===== src/rtl/framebuffer_read_sequencer.sv =====
// Framebuffer read sequencer: issues row/bit-plane/channel read addresses one RAM latency ahead of
// the LED driver's STREAM-mode data slots, drives the multiplex row select and tracks the displayed slice.
module framebuffer_read_sequencer #(
    parameter int BLANKING_TIME = 72,
    parameter int NB_MUX        = 8,
    parameter int NB_SLICES     = 128,
    parameter int POKER_BITS    = 9,
    parameter int CHANNELS      = 48,
    parameter int READ_LATENCY  = 1
) (
    input  logic                         clk_lse,
    input  logic                         rst,
    input  logic                         stream_en,
    input  logic                         position_sync,
    output logic                         framebuffer_sync,
    output logic                         fb_rd_en,
    output logic [$clog2(NB_SLICES)-1:0] fb_rd_slice,
    output logic [$clog2(NB_MUX)-1:0]    fb_rd_mux,
    output logic [3:0]                   fb_rd_bit,
    output logic [5:0]                   fb_rd_chan,
    output logic [NB_MUX-1:0]            mux_sel,
    output logic [$clog2(NB_SLICES)-1:0] slice_index,
    output logic                         resync_err
);

    localparam int SEG_LEN = BLANKING_TIME + POKER_BITS * (CHANNELS + 1);
    localparam int SEG_W   = $clog2(SEG_LEN);
    localparam int SL_W    = $clog2(NB_SLICES);
    localparam int MX_W    = $clog2(NB_MUX);

    localparam logic [SEG_W-1:0] SEG_LAST   = SEG_W'(SEG_LEN - 1);
    localparam logic [SEG_W-1:0] BLANK_CNT  = SEG_W'(BLANKING_TIME);
    localparam logic [SEG_W-1:0] LAT_CNT    = SEG_W'(READ_LATENCY);
    localparam logic [MX_W-1:0]  ROW_LAST   = MX_W'(NB_MUX - 1);
    localparam logic [SL_W-1:0]  SLICE_LAST = SL_W'(NB_SLICES - 1);
    localparam logic [5:0]       CHAN_LAST  = 6'(CHANNELS);
    localparam logic [3:0]       TOP_PLANE  = 4'(POKER_BITS - 1);

    // A lookahead longer than the blanking would have to start reading while still ARMED.
    generate
        if (READ_LATENCY < 1 || READ_LATENCY > 4 || READ_LATENCY > BLANKING_TIME) begin : g_bad_latency
            $error("framebuffer_read_sequencer: READ_LATENCY must be 1..4 and not exceed BLANKING_TIME");
        end
    endgenerate

    typedef enum logic [1:0] {IDLE, ARMED, RUN} state_t;

    state_t            state, state_next;
    logic [SEG_W-1:0]  seg_cnt;
    logic [MX_W-1:0]   row_cnt;
    logic              pending;
    logic [SEG_W-1:0]  la_cnt;
    logic [5:0]        la_pos;
    logic [3:0]        la_grp;

    logic              seg_wrap, row_wrap, slice_boundary, force_zero, la_cross;
    logic [SL_W-1:0]   slice_natural, la_slice;
    logic [MX_W-1:0]   la_row;

    assign seg_wrap       = (seg_cnt == SEG_LAST);
    assign row_wrap       = (row_cnt == ROW_LAST);
    assign slice_boundary = (state == RUN) && seg_wrap && row_wrap;
    assign force_zero     = pending || position_sync;
    assign slice_natural  = (slice_index == SLICE_LAST) ? '0 : slice_index + 1'b1;

    // NOTE: every always_comb output gets a default before any branch, so no path can infer a latch.
    always_comb begin
        state_next       = state;
        framebuffer_sync = 1'b0;
        case (state)
            IDLE:  if (stream_en) state_next = ARMED;
            ARMED: begin
                if (position_sync) begin
                    framebuffer_sync = 1'b1;
                    state_next       = RUN;
                end else if (!stream_en) begin
                    state_next = IDLE;
                end
            end
            RUN:     state_next = RUN;
            default: state_next = IDLE;
        endcase
    end

    // NOTE: state registers use non-blocking assignments so all of them update from pre-edge values.
    always_ff @(posedge clk_lse) begin
        if (rst) begin
            state       <= IDLE;
            seg_cnt     <= '0;
            row_cnt     <= '0;
            slice_index <= '0;
            pending     <= 1'b0;
            resync_err  <= 1'b0;
            la_cnt      <= '0;
            la_pos      <= '0;
            la_grp      <= '0;
        end else begin
            state <= state_next;
            case (state)
                ARMED: begin
                    seg_cnt     <= '0;
                    row_cnt     <= '0;
                    slice_index <= '0;
                    pending     <= 1'b0;
                    la_cnt      <= LAT_CNT;
                    la_pos      <= '0;
                    la_grp      <= '0;
                end
                RUN: begin
                    seg_cnt <= seg_wrap ? '0 : seg_cnt + 1'b1;
                    if (seg_wrap) row_cnt <= row_wrap ? '0 : row_cnt + 1'b1;

                    if (slice_boundary) begin
                        slice_index <= force_zero ? '0 : slice_natural;
                        pending     <= 1'b0;
                        if (force_zero && slice_natural != '0) resync_err <= 1'b1;
                    end else if (position_sync) begin
                        pending <= 1'b1;
                    end

                    // Lookahead walks the same segment pattern READ_LATENCY cycles early.
                    if (la_cnt == SEG_LAST) begin
                        la_cnt <= '0;
                        la_pos <= '0;
                        la_grp <= '0;
                    end else begin
                        la_cnt <= la_cnt + 1'b1;
                        if (la_cnt < BLANK_CNT) begin
                            la_pos <= '0;
                            la_grp <= '0;
                        end else if (la_pos == CHAN_LAST) begin
                            la_pos <= '0;
                            la_grp <= la_grp + 1'b1;
                        end else begin
                            la_pos <= la_pos + 1'b1;
                        end
                    end
                end
                default: ;
            endcase
        end
    end

    always_comb begin
        la_cross = (la_cnt < seg_cnt);
        la_row   = row_cnt;
        la_slice = slice_index;
        if (la_cross) begin
            la_row = row_wrap ? '0 : row_cnt + 1'b1;
            if (row_wrap) la_slice = force_zero ? '0 : slice_natural;
        end

        fb_rd_en    = (state == RUN) && (la_pos != '0);
        fb_rd_slice = '0;
        fb_rd_mux   = '0;
        fb_rd_bit   = '0;
        fb_rd_chan  = '0;
        if (fb_rd_en) begin
            fb_rd_slice = la_slice;
            fb_rd_mux   = la_row;
            fb_rd_bit   = TOP_PLANE - la_grp;
            fb_rd_chan  = CHAN_LAST - la_pos;
        end

        mux_sel = '0;
        if (state == RUN) mux_sel[row_cnt] = 1'b1;
    end

endmodule


===== config.mk =====
export PLATFORM = sky130hd
export DESIGN_NAME = framebuffer_read_sequencer
export DESIGN_NICKNAME = d
export VERILOG_FILES = /design/src/rtl/framebuffer_read_sequencer.sv
export SDC_FILE = /design/constraint.sdc
export NUM_CORES = 1
export LEC_CHECK = 0
export ABC_AREA = 1
export ABC_CLOCK_PERIOD_IN_PS = 5850
export CAP_MARGIN = 5
export CORE_UTILIZATION = 36
export CTS_BUF_LIST = sky130_fd_sc_hd__clkbuf_2 sky130_fd_sc_hd__clkbuf_4 sky130_fd_sc_hd__clkbuf_8
export CTS_CLUSTER_DIAMETER = 100
export CTS_CLUSTER_SIZE = 25
export DETAILED_ROUTE_END_ITERATION = 6
export PLACE_DENSITY_LB_ADDON = 0.1
export SKIP_LAST_GASP = 1
export SYNTH_ARGS = -nofsm -noshare
export SYNTH_HDL_FRONTEND = slang
export SYNTH_SLANG_ARGS = --single-unit

===== constraint.sdc =====
create_clock -name clk_lse -period 5.85 [get_ports clk_lse]
set_input_delay 1.4625 -clock clk_lse [delete_from_list [all_inputs] [get_ports clk_lse]]
set_output_delay 1.4625 -clock clk_lse [all_outputs]
set_load 0.05 [all_outputs]

==> implementation parameters, run 1 <==
Parameter                              Value

Outcome
  Outcome ... complete, no violations

Critical path
  Worst Path Arrival ... 3.69 ns
  Crit path max fanout ... 6
  End point of the critical path ... fb_rd_slice[3]
  Reg2Reg Launch Point ... state[0]$_SDFFE_PP0P_
  R2R setup slack ... 3.58 ns
  Critical Setup Path Class ... input pin to primary output
  Launching element type of the critical path ... input pin
  Setup crit start ... position_sync
  Setup crit end kind ... primary output
  Count of cells along the worst register-to-register path ... 7
  Required time at the worst-slack endpoint ... 4.39 ns
  Worst r2r dst ... la_pos[5]$_SDFFE_PP0P_

Clock tree
  Quantity of hold-fixing buffers added after cts ... 0
  Post-CTS Resized ... 0
  Number of H-tree levels ... 2
  Total clock buffers created by CTS ... 5
  Post-CTS Repair Setup Buffers ... 0
  Skew-Pair Late Insertion Delay ... 0.30 ns
  Register clock-pin slew on the reported worst setup and hold paths ... 0.09 ns
  Maximum clock insertion buffer count ... 2
  CTS sink cnt ... 44
  Clock tree from TritonCTS ... yes
  Clock tree root driver cell ... clkbuf_8

Place
  Weighted congestion reported at the end of routability-driven placement ... 0.8296
  Post-DP HPWL ... 5686 um
  Worst slack at placement ... 0.6854 ns
  # port buffers ... 41

Floorplan
  Total core area ... 8299 um^2
  Height of the die ... 94.84 um
  Row Count ... 33
  Horizontal extent of the die ... 94.84 um
  Full die area ... 8995 um^2
  Initial cell density of the core ... 37.39%
  Count of boundary I/O pins ... 42

Power and ir drop
  Power density cells ... 203.5 nW/um^2
  Leakage ... 1.563 nW
  Peak ir drop on the vdd network ... 100.1 uV

STA
  Fraction of the cycle the final worst path needs ... 88.16%
  PnR worst setup slack ... 0.6928 ns
  RSZ-0062 raised after global routing ... false
  Min Tclk post-route ... 5.157 ns
  Worst slew slack as a fraction of its limit ... 34.88%
  Actual transition at the worst max-transition pin ... 0.9710 ns
  Count of final hold-check violations ... 0
  Final slew viol count ... 0
  Setup skew after layout ... 0.007833 ns
  Sum of negative setup slack ... 0 ns
  Max Clk Rate ... 0.1939 GHz
  Setup violation total in the final timing report ... 0

Route
  Wire length on met1 ... 3540 um
  Routed wl met3 ... 395 um
  Per-cell via count in the routed design ... 4.781
  Final ANT Viol Nets ... 0
  Met2 WL post-DR ... 3425 um
  Wirelength, routed ... 7447 um
  Initial DRC Count ... 71
  Remaining DRCs ... 0
  Post-DR wirelength/cell ... 11.88 um
  First drt pass iteration count ... 4
  DR vias ... 2998
  Highest Signal Layer ... met4

Synth
  Number of distinct standard cells referenced by the synthesized netlist ... 37
  Post-synthesis instance area ... 3103 um^2
  Total of flip-flops plus latches after synthesis ... 44
  Average cell area after synthesis ... 6.451 um^2
  Yosys synthesis warning count ... 0
  Cells after Synth ... 481
  Post-synthesis share of cell area spent on full adders, half adders and majority gates ... 9.274%
  Mux cell area share after synthesis ... 0%
  Simple logic cell fraction of the synthesized area ... 40.16%
  Count of flip-flops with a built-in enable after synthesis ... 0
  Share of the synthesized area in compound gates (AO/OA/AOI/OAI) ... 9.839%
  Share of flip-flops with an asynchronous set or reset after synthesis ... 0%
  Most used flip-flop cell after synthesis ... dfxtp_1
  Part of the Yosys area used for sequential elements ... 28.39%
  Number of nets in the synthesized netlist ... 508
  Xor and xnor area share after synthesis ... 3.105%
  Main combinational cell family by area after synthesis ... simple AND/OR/NAND/NOR gates

Final layout
  Count of antenna diodes in the layout ... 0
  Fin nets ... 548
  Area delta synth->final ... 20.28%
  Count of fill cells added during filler insertion ... 891
  Proportion of layout cells with a drive suffix above 1 ... 7.663%

Flow run
  Max capacitance violation total ... 0

Global route
  Number of antenna violations at the first check in global routing ... 0
  Total grt overflow ... 0
  Global routing usage summed across all routing layers ... 17.73%
  Vias in the first global route ... 2726
  First-pass GRT wire length ... 12620 um
  Pin count of the biggest net entering global routing ... 20

Min path
  Tightest Hold Check Type ... flop to flop
==> per-stage QoR <==
stage	power [W]	hold slack [ns]	cells	utilization, %	area [um^2]
2_1_floorplan	0.0004656	0.4613	481	-	3103
3_3_place_gp	0.0005046	0.4401	619	43.45	3606
3_5_place_dp	0.0005082	0.4465	619	43.45	3606
4_1_cts	0.0007712	0.4611	627	44.97	3732
5_1_grt	0.0008125	0.4773	627	44.97	3732
6_report	0.0007595	0.4556	627	44.97	3732
==> cell families after synthesis <==
family / count (synthesis)
compound gates: 51
xor+xnor: 11
fa+ha+maj: 23
buf+inv: 74
flops: 44
simple gates: 278
==> flip-flops by register name, indices dropped and copies added, names as in the netlist <==
name	flops
la_cnt	10
seg_cnt	10
slice_index	7
la_pos	6
la_grp	4
row_cnt	3
state	2
pending	1
resync_err	1
==> power by group <==
part | total (W) | internal, W | leakage [nW] | switching (W)
clock network | 0.000259 | 0.000151 | 0.0645 | 0.000108
logic | 0.000178 | 0.0000538 | 1.14 | 0.000125
registers | 0.000322 | 0.000311 | 0.356 | 0.0000109
total | 0.000760 | 0.000516 | 1.56 | 0.000244
==> cell usage in the layout, fill, tap and decap left out, types with 4 or more instances in the layout <==
cell / Yosys / routed
nand2_2: 6 / 6
dfxtp_1: 44 / 44
nand4_1: 6 / 6
nand2_1: 109 / 109
ha_1: 23 / 23
o21ai_0: 16 / 16
inv_1: 60 / 60
nor3_1: 17 / 17
nor2_2: 5 / 5
nand3_1: 30 / 30
inv_2: 6 / 6
clkdlybuf4s50_1: 0 / 41
clkbuf_8: 0 / 7
nand3_2: 4 / 4
a21oi_1: 23 / 23
nor2_1: 87 / 87
xor2_1: 11 / 11
==> critical path: stages <==
cell and delay (ns):
clkdlybuf4s50_1 0.45, nor2_1 0.31, inv_1 0.19, nor3_1 0.30, nor2_1 0.08, nor2_1 0.10, clkdlybuf4s50_1 0.80
==> per-layer routing <==
layer,up-vias,track usage [%]
met5,-,0
met4,0,5.934
met3,4,3.945
met2,67,29.80
met1,1316,22.26
li1,1611,-
==> area by class of cell <==
class	instances	area (um^2)	area share [%]
flip-flops and latches	44	880.8	23.60
well taps	105	131.4	3.520
clock inverters	1	30.03	0.8046
multi-input cells	363	1936	51.86
repair buffers	41	410.4	11.00
inverters	66	247.7	6.638
clock buffers	7	96.34	2.581
==> worst min path at each step <==
stage	slack (ns)	cells after the start	startpoint	to
3_3_place_gp	0.44	2	resync_err$_SDFFE_PP0P_	resync_err$_SDFFE_PP0P_
2_1_floorplan	0.46	2	seg_cnt[1]$_SDFFE_PP0P_	seg_cnt[1]$_SDFFE_PP0P_
5_1_grt	0.48	2	resync_err$_SDFFE_PP0P_	resync_err$_SDFFE_PP0P_
3_5_place_dp	0.45	2	resync_err$_SDFFE_PP0P_	resync_err$_SDFFE_PP0P_
4_1_cts	0.46	2	resync_err$_SDFFE_PP0P_	resync_err$_SDFFE_PP0P_
6_report	0.46	2	resync_err$_SDFFE_PP0P_	resync_err$_SDFFE_PP0P_
==> Yosys cell counts, types with 3 or more instances <==
library cell  count  area [um^2]
a21oi_1          23        115.1
a31oi_1           3        18.77
buf_2             4        20.02
clkbuf_1          3        11.26
dfxtp_1          44        880.8
ha_1             23        287.8
inv_1            60        225.2
inv_2             6        22.52
nand2_1         109        409.1
nand2_2           6        37.54
nand3_1          30        150.1
nand3_2           4        40.04
nand4_1           6        37.54
nor2_1           87        326.6
nor2_2            5        31.28
nor3_1           17        85.08
nor3b_1           3        22.52
o21ai_0          16        80.08
xor2_1           11        96.34
(Power assumes the default switching activity.)
==> run 2, diff against run 1 <==
--- a/config.mk
+++ b/config.mk
@@ -7,12 +7,13 @@
 export LEC_CHECK = 0
 export ABC_AREA = 1
 export ABC_CLOCK_PERIOD_IN_PS = 5850
-export CAP_MARGIN = 5
+export CAP_MARGIN = 30
 export CORE_UTILIZATION = 36
 export CTS_BUF_LIST = sky130_fd_sc_hd__clkbuf_2 sky130_fd_sc_hd__clkbuf_4 sky130_fd_sc_hd__clkbuf_8
 export CTS_CLUSTER_DIAMETER = 100
 export CTS_CLUSTER_SIZE = 25
 export DETAILED_ROUTE_END_ITERATION = 6
+export HOLD_SLACK_MARGIN = 0.03
 export PLACE_DENSITY_LB_ADDON = 0.1
 export SKIP_LAST_GASP = 1
 export SYNTH_ARGS = -nofsm -noshare
==> run 2 against run 1 <==
Combinational power hardly changed. Wire length is 0.34% lower. Die area stayed put. Critical path type unchanged. Largest power group unchanged.
==> implementation parameters, run 2 (same netlist as run 1, synthesis figures left out) <==
Parameter                              Value

Power and ir drop
  Leakage ... 1.567 nW (was 1.563 nW)
  Peak ir drop on the vdd network ... 95.33 uV (was 100.1 uV)
  Power density cells ... 203.8 nW/um^2 (was 203.5 nW/um^2)

Floorplan
  Horizontal extent of the die ... 94.84 um (unchanged)
  Count of boundary I/O pins ... 42 (unchanged)
  Full die area ... 8995 um^2 (unchanged)
  Initial cell density of the core ... 37.39% (unchanged)
  Height of the die ... 94.84 um (unchanged)
  Total core area ... 8299 um^2 (unchanged)
  Row Count ... 33 (unchanged)

Critical path
  Required time at the worst-slack endpoint ... 4.39 ns (about the same)
  R2R setup slack ... 3.59 ns (was 3.58 ns)
  Worst Path Arrival ... 3.68 ns (was 3.69 ns)
  Worst r2r dst ... la_pos[5]$_SDFFE_PP0P_ (unchanged)
  Reg2Reg Launch Point ... state[0]$_SDFFE_PP0P_ (unchanged)
  Critical Setup Path Class ... input pin to primary output (unchanged)
  Setup crit end kind ... primary output (unchanged)
  Crit path max fanout ... 6 (unchanged)
  Count of cells along the worst register-to-register path ... 7 (unchanged)
  Launching element type of the critical path ... input pin (unchanged)

Outcome
  Outcome ... complete, no violations (unchanged)

Clock tree
  Register clock-pin slew on the reported worst setup and hold paths ... 0.09 ns (about the same)
  Quantity of hold-fixing buffers added after cts ... 0 (unchanged)
  Number of H-tree levels ... 2 (unchanged)
  Post-CTS Repair Setup Buffers ... 0 (unchanged)
  Clock tree root driver cell ... clkbuf_8 (unchanged)
  Post-CTS Resized ... 0 (unchanged)
  Total clock buffers created by CTS ... 5 (unchanged)
  Skew-Pair Late Insertion Delay ... 0.31 ns (was 0.30 ns)
  Clock tree from TritonCTS ... yes (unchanged)
  CTS sink cnt ... 44 (unchanged)
  Maximum clock insertion buffer count ... 2 (unchanged)

Global route
  Total grt overflow ... 0 (unchanged)
  Global routing usage summed across all routing layers ... 17.87% (was 17.73%)
  Number of antenna violations at the first check in global routing ... 0 (unchanged)
  Pin count of the biggest net entering global routing ... 20 (unchanged)
  Vias in the first global route ... 2772 (was 2726)
  First-pass GRT wire length ... 12720 um (was 12620 um)

Final layout
  Registers with the highest flip-flop counts ... la_cnt: 10 flops, seg_cnt: 10 flops, slice_index: 7 flops (unchanged)
  Proportion of layout cells with a drive suffix above 1 ... 7.839% (was 7.663%)
  Most frequent cells in the layout ... nand2_1, nor2_1, inv_1, dfxtp_1, clkdlybuf4s50_1 (unchanged)
  Most common cell after layout, fill and taps aside ... nand2_1 (unchanged)
  Count of antenna diodes in the layout ... 0 (unchanged)
  Area delta synth->final ... 20.52% (was 20.28%)
  Fin nets ... 549 (was 548)

Min path
  Hold depth ... 2 (unchanged)
  Worst-case hold path end point ... resync_err$_SDFFE_PP0P_ (unchanged)
  Source of the worst hold timing path ... resync_err$_SDFFE_PP0P_ (unchanged)
  Tightest Hold Check Type ... flop to flop (unchanged)

STA
  PnR worst setup slack ... 0.7043 ns (was 0.6928 ns)
  Sum of negative setup slack ... 0 ns (unchanged)
  Max Clk Rate ... 0.1943 GHz (was 0.1939 GHz)
  Actual transition at the worst max-transition pin ... 0.6368 ns (was 0.9710 ns)
  Fraction of the cycle the final worst path needs ... 87.96% (was 88.16%)
  Setup violation total in the final timing report ... 0 (unchanged)
  Min Tclk post-route ... 5.146 ns (was 5.157 ns)
  Count of final hold-check violations ... 0 (unchanged)
  RSZ-0062 raised after global routing ... false (unchanged)
  Worst slew slack as a fraction of its limit ... 57.42% (was 34.88%)
  Final-layout worst hold slack ... 0.4577 ns (was 0.4556 ns)
  Final slew viol count ... 0 (unchanged)
  Setup skew after layout ... 0.009754 ns (was 0.007833 ns)

Route
  Remaining DRCs ... 0 (unchanged)
  Per-cell via count in the routed design ... 4.747 (was 4.781)
  Wirelength, routed ... 7422 um (was 7447 um)
  Post-DR wirelength/cell ... 11.82 um (was 11.88 um)
  First drt pass iteration count ... 4 (unchanged)
  Initial DRC Count ... 110 (was 71)
  DR vias ... 2981 (was 2998)
  Final ANT Viol Nets ... 0 (unchanged)

Flow run
  Max capacitance violation total ... 0 (unchanged)

Place
  Post-DP HPWL ... 5759 um (was 5686 um)
  # port buffers ... 41 (unchanged)
  Worst slack at placement ... 0.7094 ns (was 0.6854 ns)
  Weighted congestion reported at the end of routability-driven placement ... 0.8296 (unchanged)
-- run 2: per-layer routing --
metal	vias to the layer above	track usage [%]	wire length, um
met5	-	0	0
met4	0	4.672	68
met3	5	2.899	246
met2	41	30.70	3418
met1	1317	23.05	3689
li1	1618	-	-
-- run 2: final cells by class --
class	count	area [um^2]
inverter	66	247.7
clock buffer	7	96.34
clock inverter	1	30.03
timing repair buffer	42	417.9
multi-input combinational	363	1936
tap	105	131.4
sequential	44	880.8
fill	894	4559
-- run 2: metrics by stage --
stage | total power (W) | util [%] | cell area, um^2 | instances
2_1_floorplan | 0.0004656 | - | 3103 | 481
3_3_place_gp | 0.0005046 | 43.45 | 3606 | 619
3_5_place_dp | 0.0005077 | 43.54 | 3613 | 620
4_1_cts | 0.0007718 | 45.06 | 3740 | 628
5_1_grt | 0.0008111 | 45.06 | 3740 | 628
6_report | 0.0007620 | 45.06 | 3740 | 628
-- run 2: worst max path at each step --
stage / from / end / slack (ns) / depth (start not counted)
after detailed placement: position_sync / fb_rd_slice[3] / 0.71 / 7
after global routing: position_sync / fb_rd_slice[3] / 0.53 / 7
after global placement: position_sync / fb_rd_slice[3] / 0.70 / 7
after CTS: position_sync / fb_rd_slice[3] / 0.72 / 7
after floorplan: position_sync / fb_rd_slice[3] / 1.60 / 5
final: position_sync / fb_rd_slice[3] / 0.70 / 7
-- run 2: worst max-delay path, cell delays in order --
cell             delay, ns
clkdlybuf4s50_1       0.45
nor2_1                0.33
inv_1                 0.18
nor3_1                0.28
nor2_1                0.08
nor2_1                0.10
clkdlybuf4s50_1       0.80
-- run 2: power by group --
group | switching (W) | internal, W
sequential | 0.0000104 | 0.000311
clock | 0.000112 | 0.000151
combinational | 0.000124 | 0.0000541
==> run 3, diff against run 2 <==
--- a/config.mk
+++ b/config.mk
@@ -7,12 +7,13 @@
 export LEC_CHECK = 0
 export ABC_AREA = 1
 export ABC_CLOCK_PERIOD_IN_PS = 5850
-export CAP_MARGIN = 30
+export CAP_MARGIN = 20
 export CORE_UTILIZATION = 36
 export CTS_BUF_LIST = sky130_fd_sc_hd__clkbuf_2 sky130_fd_sc_hd__clkbuf_4 sky130_fd_sc_hd__clkbuf_8
-export CTS_CLUSTER_DIAMETER = 100
+export CTS_CLUSTER_DIAMETER = 150
 export CTS_CLUSTER_SIZE = 25
 export DETAILED_ROUTE_END_ITERATION = 6
+export GPL_TIMING_DRIVEN = 0
 export HOLD_SLACK_MARGIN = 0.03
 export PLACE_DENSITY_LB_ADDON = 0.1
 export SKIP_LAST_GASP = 1
==> run 3 against run 2 <==
Register-to-register slack improved by 0.48 ns. Final cell count rose by 1.1%. Critical endpoint unchanged. Via count rose by 1.5%. Non-clock buffer count rose by 7. Flip-flop and latch count did not move. Critical path type unchanged. Clock power fell by 21%.
==> implementation parameters, run 3 (same netlist as run 1, synthesis figures left out) <==
Parameter                              Value

Final layout
  Count of fill cells added during filler insertion ... 858 (was 894)
  Registers with the highest flip-flop counts ... la_cnt: 10 flops, seg_cnt: 10 flops, slice_index: 7 flops (unchanged)
  Area delta synth->final ... 20.60% (was 20.52%)
  Fin area ... 3742 um^2 (was 3740 um^2)
  Fin nets ... 556 (was 549)
  Count of antenna diodes in the layout ... 0 (unchanged)
  Most common cell after layout, fill and taps aside ... nand2_1 (unchanged)
  Proportion of layout cells with a drive suffix above 1 ... 8.491% (was 7.839%)
  Most frequent cells in the layout ... nand2_1, nor2_1, inv_1, dfxtp_1, clkdlybuf4s50_1 (unchanged)

Critical path
  Critical path's slowest cell ... clkdlybuf4s50_1 (unchanged)
  Critical Setup Path Class ... input pin to primary output (unchanged)
  Delay of the slowest cell on the worst path ... 0.80 ns (about the same)
  Kind of cell with the highest combined delay on the critical path ... buffers and inverters (unchanged)
  Setup crit end kind ... primary output (unchanged)
  Count of buffer and inverter cells on the critical path ... 3 (unchanged)
  Crit path max fanout ... 6 (unchanged)
  Required time at the worst-slack endpoint ... 4.39 ns (about the same)
  Top cell by count, worst path ... nor2_1 (unchanged)
  Launching element type of the critical path ... input pin (unchanged)
  Worst Path Arrival ... 3.71 ns (was 3.68 ns)
  Cell Chain, Critical Path ... clkdlybuf4s50_1 > nor2_1 > inv_1 > nor3_1 > nor2_1 > nor2_1 > clkdlybuf4s50_1 (unchanged)

Clock tree
  Post-CTS Repair Setup Buffers ... 0 (unchanged)
  Number of H-tree levels ... 2 (unchanged)
  Total clock buffers created by CTS ... 5 (unchanged)
  Clock tree root driver cell ... clkbuf_8 (unchanged)
  Post-CTS Resized ... 0 (unchanged)
  Quantity of hold-fixing buffers added after cts ... 0 (unchanged)
  Skew-Pair Late Insertion Delay ... 0.29 ns (was 0.31 ns)
  CTS sink cnt ... 44 (unchanged)
  Register clock-pin slew on the reported worst setup and hold paths ... 0.08 ns (was 0.09 ns)
  Clock tree from TritonCTS ... yes (unchanged)
  Maximum clock insertion buffer count ... 2 (unchanged)

STA
  Sum of negative setup slack ... 0 ns (unchanged)
  Actual transition at the worst max-transition pin ... 0.6049 ns (was 0.6368 ns)
  Setup violation total in the final timing report ... 0 (unchanged)
  Setup skew after layout ... 0.005804 ns (was 0.009754 ns)
  RSZ-0062 raised after global routing ... false (unchanged)
  Final slew viol count ... 0 (unchanged)
  Min Tclk post-route ... 5.176 ns (was 5.146 ns)
  Worst slew slack as a fraction of its limit ... 59.68% (was 57.42%)
  Count of final hold-check violations ... 0 (unchanged)
  Max Clk Rate ... 0.1932 GHz (was 0.1943 GHz)
  Fraction of the cycle the final worst path needs ... 88.48% (was 87.96%)

Floorplan
  Row Count ... 33 (unchanged)
  Horizontal extent of the die ... 94.84 um (unchanged)
  Full die area ... 8995 um^2 (unchanged)
  Initial cell density of the core ... 37.39% (unchanged)
  Height of the die ... 94.84 um (unchanged)
  Total core area ... 8299 um^2 (unchanged)
  Count of boundary I/O pins ... 42 (unchanged)

Route
  First drt pass iteration count ... 5 (was 4)
  Per-cell via count in the routed design ... 4.767 (was 4.747)
  Wirelength, routed ... 7542 um (was 7422 um)
  Final ANT Viol Nets ... 0 (unchanged)
  DR vias ... 3027 (was 2981)
  Post-DR wirelength/cell ... 11.88 um (was 11.82 um)
  Remaining DRCs ... 0 (unchanged)
  Initial DRC Count ... 113 (was 110)

Place
  Placed standard-cell area ... 3645 um^2 (was 3613 um^2)
  Post-DP HPWL ... 5882 um (was 5759 um)
  # port buffers ... 41 (unchanged)
  Weighted congestion reported at the end of routability-driven placement ... 0.8477 (was 0.8296)

Outcome
  Outcome ... complete, no violations (unchanged)

Power and ir drop
  Leakage ... 1.575 nW (was 1.567 nW)
  Peak ir drop on the vdd network ... 129.5 uV (was 95.33 uV)
  Power density cells ... 191.3 nW/um^2 (was 203.8 nW/um^2)
  Post-layout power ... 0.0007160 W (was 0.0007620 W)

Global route
  Pin count of the biggest net entering global routing ... 13 (was 20)
  Total grt overflow ... 0 (unchanged)
  Number of antenna violations at the first check in global routing ... 0 (unchanged)
  Global routing usage summed across all routing layers ... 17.76% (was 17.87%)
  Vias in the first global route ... 2727 (was 2772)
  First-pass GRT wire length ... 12640 um (was 12720 um)

Min path
  Tightest Hold Check Type ... flop to flop (unchanged)

Flow run
  Max capacitance violation total ... 0 (unchanged)
-- run 3: final cells by class --
| cell class | instances | area, um^2 | area share [%] |
|---|---|---|---|
| Clock buffer | 8 | 97.59 | 2.608 |
| Timing Repair Buffer | 41 | 410.4 | 10.97 |
| Buffer | 8 | 38.79 | 1.036 |
| Inverter | 66 | 247.7 | 6.620 |
| Multi-Input combinational cell | 363 | 1936 | 51.72 |
| Sequential cell | 44 | 880.8 | 23.54 |
| Tap cell | 105 | 131.4 | 3.511 |
-- run 3: report_power, final --
part / internal (W) / switching [W] / total [W]
Clock: 0.000106 / 0.000103 / 0.000209
Sequential: 0.000311 / 0.0000108 / 0.000322
Combinational: 0.0000583 / 0.000128 / 0.000186
-- run 3: metrics by stage --
stage / setup slack (ns) / hold WS (ns) / instances / util (%)
2_1_floorplan: 1.596 / 0.4613 / 481 / -
3_3_place_gp: 0.6495 / 0.4366 / 627 / 43.92
3_5_place_dp: 0.6654 / 0.4427 / 627 / 43.92
4_1_cts: 0.6521 / 0.4561 / 635 / 45.09
5_1_grt: 0.4513 / 0.4710 / 635 / 45.09
6_report: 0.6741 / 0.4514 / 635 / 45.09
-- run 3: worst register-to-register path, delay by kind of cell, from the launching register on --
family                   cells  cell delay (ns)
buffers and inverters        2             0.26
flip-flops                   1             0.34
AND/OR/NAND/NOR              7             0.79
adder cells (fa/ha/maj)      1             0.28
-- run 3: layer usage --
metal  GRT usage, %  vias to the layer above  share of wire (%)
met3          2.576                        8                2.7
met2          29.92                       45                 46
met5              0                        -                  0
li1               -                     1628                  -
met1          23.69                     1346                 51
met4          4.293                        0                1.2
-- run 3: path summary, 6_finish.rpt --
check             depth (start not counted)                       to  slack [ns]               startpoint
setup reg to reg                         10   la_cnt[8]$_SDFFE_PP0P_        4.07    state[0]$_SDFFE_PP0P_
hold reg to reg                           2  resync_err$_SDFFE_PP0P_        0.45  resync_err$_SDFFE_PP0P_
hold / removal                            2  resync_err$_SDFFE_PP0P_        0.45  resync_err$_SDFFE_PP0P_
setup / recovery                          7           fb_rd_slice[3]        0.67            position_sync
